**src/rtl/cpu_instr_loader.sv**
```systemverilog
// Boot loader for the CPU instruction memory: receives a length-framed byte stream,
// writes big-endian 32-bit words from address 0, and releases CPU reset on a good checksum.
module cpu_instr_loader #(
   parameter int ADDR_W    = 16,
   parameter int MAX_WORDS = 16384
) (
   input  logic              clk,
   input  logic              rst_n,
   input  logic              load_req,
   input  logic              in_valid,
   input  logic [7:0]        in_data,
   output logic              in_ready,
   output logic              wr_en,
   output logic [ADDR_W-1:0] wr_addr,
   output logic [31:0]       wr_data,
   output logic              cpu_rst_n,
   output logic              done,
   output logic              err
);

   // state    | meaning
   // S_LEN_HI | waiting for word-count high byte
   // S_LEN_LO | waiting for word-count low byte; range check
   // S_DATA   | assembling data bytes into words, accumulating checksum
   // S_CSUM   | waiting for checksum byte
   // S_DONE   | load good, CPU released; waits for load_req
   // S_ERR    | load failed, CPU held in reset; waits for load_req
   typedef enum logic [2:0] {
      S_LEN_HI,
      S_LEN_LO,
      S_DATA,
      S_CSUM,
      S_DONE,
      S_ERR
   } state_t;

   localparam logic [16:0] MAX_LEN = 17'(MAX_WORDS);

   state_t      state;
   logic [15:0] len;
   logic [15:0] word_idx;
   logic [1:0]  byte_cnt;
   logic [23:0] word_buf;
   logic [7:0]  csum;

   logic        accept;
   logic [15:0] len_next;

   assign in_ready = (state == S_LEN_HI) || (state == S_LEN_LO) ||
                     (state == S_DATA)   || (state == S_CSUM);
   assign accept   = in_valid && in_ready;
   assign len_next = {len[15:8], in_data};

   always_ff @(posedge clk or negedge rst_n) begin
      if (!rst_n) begin
         state     <= S_LEN_HI;
         len       <= '0;
         word_idx  <= '0;
         byte_cnt  <= '0;
         word_buf  <= '0;
         csum      <= '0;
         wr_en     <= 1'b0;
         wr_addr   <= '0;
         wr_data   <= '0;
         cpu_rst_n <= 1'b0;
         done      <= 1'b0;
         err       <= 1'b0;
      end else begin
         wr_en <= 1'b0;
         case (state)
            S_LEN_HI: begin
               if (accept) begin
                  len[15:8] <= in_data;
                  state     <= S_LEN_LO;
               end
            end
            S_LEN_LO: begin
               if (accept) begin
                  len[7:0] <= in_data;
                  if ({1'b0, len_next} > MAX_LEN) begin
                     state <= S_ERR;
                     err   <= 1'b1;
                  end else if (len_next == 16'd0) begin
                     state <= S_CSUM;
                  end else begin
                     state <= S_DATA;
                  end
               end
            end
            S_DATA: begin
               if (accept) begin
                  csum     <= csum ^ in_data;
                  byte_cnt <= byte_cnt + 2'd1;
                  word_buf <= {word_buf[15:0], in_data};
                  // Fourth byte: the word leaves on wr_en in the next cycle
                  if (byte_cnt == 2'd3) begin
                     wr_en    <= 1'b1;
                     wr_data  <= {word_buf, in_data};
                     wr_addr  <= ADDR_W'({word_idx, 2'b00});
                     word_idx <= word_idx + 16'd1;
                     if (word_idx + 16'd1 == len) begin
                        state <= S_CSUM;
                     end
                  end
               end
            end
            S_CSUM: begin
               if (accept) begin
                  if (in_data == csum) begin
                     state     <= S_DONE;
                     done      <= 1'b1;
                     cpu_rst_n <= 1'b1;
                  end else begin
                     state <= S_ERR;
                     err   <= 1'b1;
                  end
               end
            end
            S_DONE, S_ERR: begin
               if (load_req) begin
                  state     <= S_LEN_HI;
                  done      <= 1'b0;
                  err       <= 1'b0;
                  cpu_rst_n <= 1'b0;
                  len       <= '0;
                  word_idx  <= '0;
                  byte_cnt  <= '0;
                  word_buf  <= '0;
                  csum      <= '0;
               end
            end
            default: state <= S_LEN_HI;
         endcase
      end
   end

endmodule

```
**config.mk**
```make
export PLATFORM = sky130hd
export DESIGN_NAME = cpu_instr_loader
export DESIGN_NICKNAME = d
export VERILOG_FILES = /design/src/rtl/cpu_instr_loader.sv
export SDC_FILE = /design/constraint.sdc
export NUM_CORES = 1
export LEC_CHECK = 0
export BUFFER_PORTS_ARGS = -buffer_cell sky130_fd_sc_hd__buf_2
export CAP_MARGIN = 20
export CORE_ASPECT_RATIO = 0.8
export CORE_MARGIN = 5
export CORE_UTILIZATION = 52
export DETAILED_ROUTE_END_ITERATION = 6
export MAX_ROUTING_LAYER = met4
export PLACE_DENSITY_LB_ADDON = 0.15
export SLEW_MARGIN = 20
export SYNTH_ARGS = -nofsm -noshare
export SYNTH_HDL_FRONTEND = slang
export SYNTH_SLANG_ARGS = --single-unit
```
**constraint.sdc**
```tcl
create_clock -name clk -period 1.95 [get_ports clk]
set_input_delay 0.195 -clock clk [delete_from_list [all_inputs] [get_ports clk]]
set_output_delay 0.195 -clock clk [all_outputs]
set_load 0.005 [all_outputs]
```
### Word level (Yosys, flattened, before mapping)

Index checks and enable logic that the tools add are counted.

| storage, ports and cells | value |
|---|---|
| flip-flop bits (word level) | 118 |
| bits in latches | 0 |
| bits in writable memories | 0 |
| bits in read-only memories | 0 |
| memories kept | 0 |

| cells by class | value |
|---|---|
| $add $sub $neg | 2 |
| multiply operators | 0 |
| div/mod/pow operators | 0 |
| order comparisons | 1 |
| equality and inequality tests | 18 |
| shift operators | 0 |
| muxes and demuxes | 39 |
| bitwise operators | 1 |
| reduce and logical (&&, ||, !) cells | 20 |

Operator list:

| operator | count |
|---|---|
| two-way mux 16 bit | 3 |
| two-way mux 24 bit | 2 |
| case mux 24 bit (2 select lines) | 1 |
| case mux 8 bit (2 select lines) | 3 |
| case mux 16 bit (2 select lines) | 1 |
| two-way mux 3 bit | 8 |
| two-way mux 8 bit | 3 |
| adder 16 x 1 -> 16 bit, second input constant | 1 |
| == test 16 bit | 1 |
| greater-than comparator 16 x 15 -> 1 bit, second input constant | 1 |
| logical NOT 16 bit | 1 |
| case mux 3 bit (5 select lines) | 1 |
| two-way mux 1 bit | 12 |
| inequality test 2 bit, second input constant | 6 |
| AND reduction 3 bit | 4 |
| == test 8 bit | 1 |
| inequality test 2 x 1 -> 1 bit, second input constant | 4 |
| AND reduction 4 bit | 2 |
| nonzero test 2 bit | 4 |
| XOR 8 bit | 1 |
| AND reduction 7 bit | 1 |
| == test 3 x 2 -> 1 bit, second input constant | 2 |
| == test 3 bit, second input constant | 2 |
| AND reduction 6 bit | 1 |
| other kinds (12) | 15 |

### Depth between registers and ports, before layout

| depth | value |
|---|---|
| word-level depth | 7 |
| depth in mapped cells | 8 |
| gate-level depth less buffers | 7 |

### Least setup slack after synthesis

Ideal clock, no wire load.

| timing path | value |
|---|---|
| path kind | reg2reg |
| start | register word_idx[0] |
| end | register state[0] |
| library setup time | 0.082 ns |
| arrival time | 2.056 ns |
| setup slack | -0.188 ns |
| cell stages (with the launch flop) | 8 |
| path buffers | 0 |
| clock period less this slack | 2.138 ns |
| cells stage by stage | dfrtp_1 > ha_1 > and3_4 > and3_1 > or4_1 > nor4_1 > nand4_1 > a31oi_1 |

| between the ends | value |
|---|---|
| cells in the longest elaborated chain, start to end | 4 |

RTL lines:

| what | RTL line | RTL |
|---|---|---|
| from (decl) | 41 | `logic [15:0] word_idx;` |
| from (signal assigned) | 100 | `word_idx <= word_idx + 16'd1;` |
| adder 16 x 1 -> 16 bit | 101 | `if (word_idx + 16'd1 == len) begin` |
| == test 16 bit | 101 |  |
| inequality test 2 x 1 -> 1 bit (no source line) | - |  |
| AND reduction 7 bit (no source line) | - |  |
| to (signal assigned) | 102 | `state <= S_CSUM;` |
| to (signal assigned) | 110 | `state <= S_DONE;` |
| to (signal assigned) | 114 | `state <= S_ERR;` |
| to (decl) | 39 | `state_t state;` |

No other way between the ends.
A chain may end at the register's enable or synchronous reset.

### Final worst setup path

Ends and elaborated chain as after synthesis.

==> impl_metrics.toml <==
[run_status]
status = "complete, but fails checks"
violations = "negative setup slack"

[worst_setup_path]
end_kind = "register"
crit_chain = "buf_4 -> nand4_4 -> nor4_4 -> xnor2_1 -> nor4_2 -> nand4_1 -> a31oi_1"
regToRegSetupSlack_ns = -0.05
critPathRequiredTime_ns = 2.27
slowest_delay_ns = 0.41
critPathLaunch = "word_idx[0]$_DFFE_PN0P_"
worstPathMaxFanout = 7
crit_buf_inv = 1
worst-path-stages = 7
startpoint_type = "register"
slowest_stage = "dfrtp_2"
reg2regPathDepth = 7
worstPathArrival_ns = 2.32
timing.rr.start = "word_idx[0]$_DFFE_PN0P_"
crit_type = "reg2reg"
critical-path-top-delay-family = "simple AND/OR/NAND/NOR gates"
endpoint = "state[0]$_DFFE_PN0P_"
rr_endpoint = "state[0]$_DFFE_PN0P_"

[drt]
drt-total-wl_um = 14460
vias_per_cell = 5.424
wl_per_cell_um = 16.66
dr.pass1.iters = 5
vias = 4708
drc = 0
ant_nets = 0
drt_iter0_drc = 314

[sta]
hold_violations = 0
max_freq_ghz = 0.5001
fin_crit_sh = 1.025
clock_skew_ns = 0.006701
slew_violations = 0
tns_ns = -0.04952
grt_setup_unrepaired = "true"
worstMarginPinSlew_ns = 0.5481
fin_crit_ns = 2.000
relSlewSlack = 0.6332
setup_violations = 1
setup_ws_ns = -0.04952

[clocking]
clk_latency_ns = 0.40
cts-root-buf = "clkbuf_16"
h-tree-depth = 4
clkSinkCount = 118
cts_tree = "built"
clockBufferDepth = 2
cts_made_buffers = 17
path_clk_slew_ns = 0.05

[floorplan]
dieArea_um2 = 12590
io_pins = 65
core_area_um2 = 10240
num_rows = 33
die_y_um = 101.4
fp.dieW_um = 124.2
start_util = 0.5301

[min_path]
hp-class = "in2reg"

[place]
hpwl_um = 10020
numPortBuffers = 62
gp_congestion = 0.8888

[synthesis]
synth_area_um2 = 5428
synth_fa_ha_area_frac = 0.004610
synth-edff-count = 0
synthMuxAreaShare = 0.005763
synth_xor_area_frac = 0.04195
ys_types = 50
ys_seq_area_frac = 0.5440
yosys.area_share.simple = 0.2586
syn_area_per_cell_um2 = 8.883
ys_ff_latch = 118
ys_warn_count = 0
synth_compound_area_frac = 0.1056
synth_top_family_by_area = "simple AND/OR/NAND/NOR gates"
async_flop_share = 1.000
synthCells = 611
ys.flop_type = "dfrtp_1"

[power]
share_comb_of_total_power = 0.215
pwr-share-seq = 0.394
clock_power_share = 0.391
p_sw_mw = 2.590
powerDensity_nw_per_um2 = 1231
swShare = 0.2991
power.total_mw = 8.659
p_leak_nw = 3.675
ir_drop_mv = 0.8291
internal_power_mw = 6.069

[global_routing]
grt_pass1_wl_um = 23680
grt_pass1_vias = 4593
gr-usage-all-layers = 0.2455
overflow = 0
antenna_found_initial = 0
grt_start_max_net_pins = 49

[cells_and_area]
n_fill_cell = 836
multi_input_area_um2 = 2406
area_delta_synth_final_pct = 29.58
drive_gt1_frac = 0.2500
ff_latch_area_um2 = 2960
nNetsFinal = 730
diodes = 0

[job]
drv_cap = 0
==> stage by stage <==
step / hold WS, ns / cell area [µm²] / utilization / worst slack [ns] / std cells
CTS: 0.02561 / 6887 / 0.6725 / -0.07866 / 865
finish: 0.03686 / 7033 / 0.6868 / -0.04952 / 868
global placement: 0.1867 / 6216 / 0.6070 / -0.05759 / 833
floorplan: -0.1006 / 5446 / - / 0.02685 / 612
detailed placement: 0.1857 / 6216 / 0.6070 / -0.1758 / 833
global route: 0.04316 / 7033 / 0.6868 / -0.1598 / 868
==> cells in the mapped netlist (all sizes together), types with 2 or more instances <==
cell,number,area share
and4,2,0.0032
buf,11,0.014
mux2i,2,0.0037
nor2b,3,0.0035
a2111oi,2,0.0032
a21o,2,0.0028
nand4,7,0.012
a31oi,2,0.0023
o31ai,14,0.019
nand3,26,0.024
ha,2,0.0046
and2,3,0.0035
xor2,11,0.018
xnor2,15,0.024
or4,2,0.0028
dfrtp,118,0.54
or2,2,0.0023
nor4,11,0.017
a22o,8,0.013
nor2,32,0.022
o41ai,2,0.0032
nor4bb,2,0.0037
nand2,218,0.15
clkbuf,26,0.018
nor3,5,0.0046
a21oi,6,0.0055
o21ai,52,0.048
inv,10,0.0069
and3,4,0.0058
o22ai,2,0.0023
==> state kept, by name, summed over array words and instances (netlist names) <==
register	flops
done	1
csum	8
byte_cnt	2
word_idx	16
state	3
err	1
wr_addr	14
word_buf	24
wr_data	32
len	16
wr_en	1
==> cell type report <==
class / instances / share of cell area
inverter: 10 / 0.005693
tap: 140 / 0.02491
clock buffer: 22 / 0.06600
sequential: 118 / 0.4209
timing repair buffer: 122 / 0.1156
clock inverter: 9 / 0.02473
multi-input combinational: 447 / 0.3421
==> cells by family after synthesis <==
kind of cell               Yosys count
and+or+nand+nor                    320
DFF                                118
AOI/OAI and AO/OA                   94
buffers and inverters               47
xor gates and xnor gates            26
muxes                                3
adders and majority gates            2
other                                1
==> placed cells by master (no fill, tap or decap), drive strengths merged, types with 2 or more instances in the layout <==
cell type,n
clkinv,4
a22o,8
o22ai,2
and4,2
nand3,26
nand4,7
clkbuf,22
dfrtp,118
conb,2
nand2,218
mux2i,2
nor2,32
and2,3
nor2b,3
xor2,11
o31ai,14
ha,2
o41ai,2
buf,121
a2111oi,2
and3,4
or4,2
a31oi,2
o21ai,52
or2,2
a21oi,6
nor4,11
inv,10
bufinv,5
nor3,5
nor4bb,2
a21o,2
xnor2,15
==> routing by layer <==
layer	up-vias	GRT usage	wire, µm
met5	-	-	0
met1	2273	0.3431	7016
met2	153	0.3634	6458
li1	2262	-	-
met3	20	0.04744	783
met4	0	0.08256	200
==> repair_timing <==
item,CTS,global route
endpoints found under the hold margin,32,0
resized for setup,5,32
hold buffers,1,0
setup endpoints to repair,1,14
pin swaps,4,9
setup buffers,0,3
==> how the worst min path moves through the flow <==
stage                   from                      end  slack (ns)  depth (start not counted)
finish              load_req     state[2]$_DFFE_PN0P_        0.04                          2
global route        load_req     state[2]$_DFFE_PN0P_        0.04                          2
CTS                 load_req     state[2]$_DFFE_PN0P_        0.03                          2
detailed placement     rst_n  wr_addr[11]$_DFFE_PN0P_        0.19                          1
global placement       rst_n  wr_addr[11]$_DFFE_PN0P_        0.19                          1
floorplan              rst_n  byte_cnt[0]$_DFFE_PN0P_       -0.10                          0
==> power groups by stage <==
stage	Sequential (mW)	Combinational, mW	Clock [mW]
detailed placement	3.42	1.73	0
finish	3.41	1.86	3.39
floorplan	3.30	1.12	0
CTS	3.39	1.77	3.43
global route	3.47	2.07	3.54
global placement	3.41	1.67	0
Power figures use the tool's default switching activity.
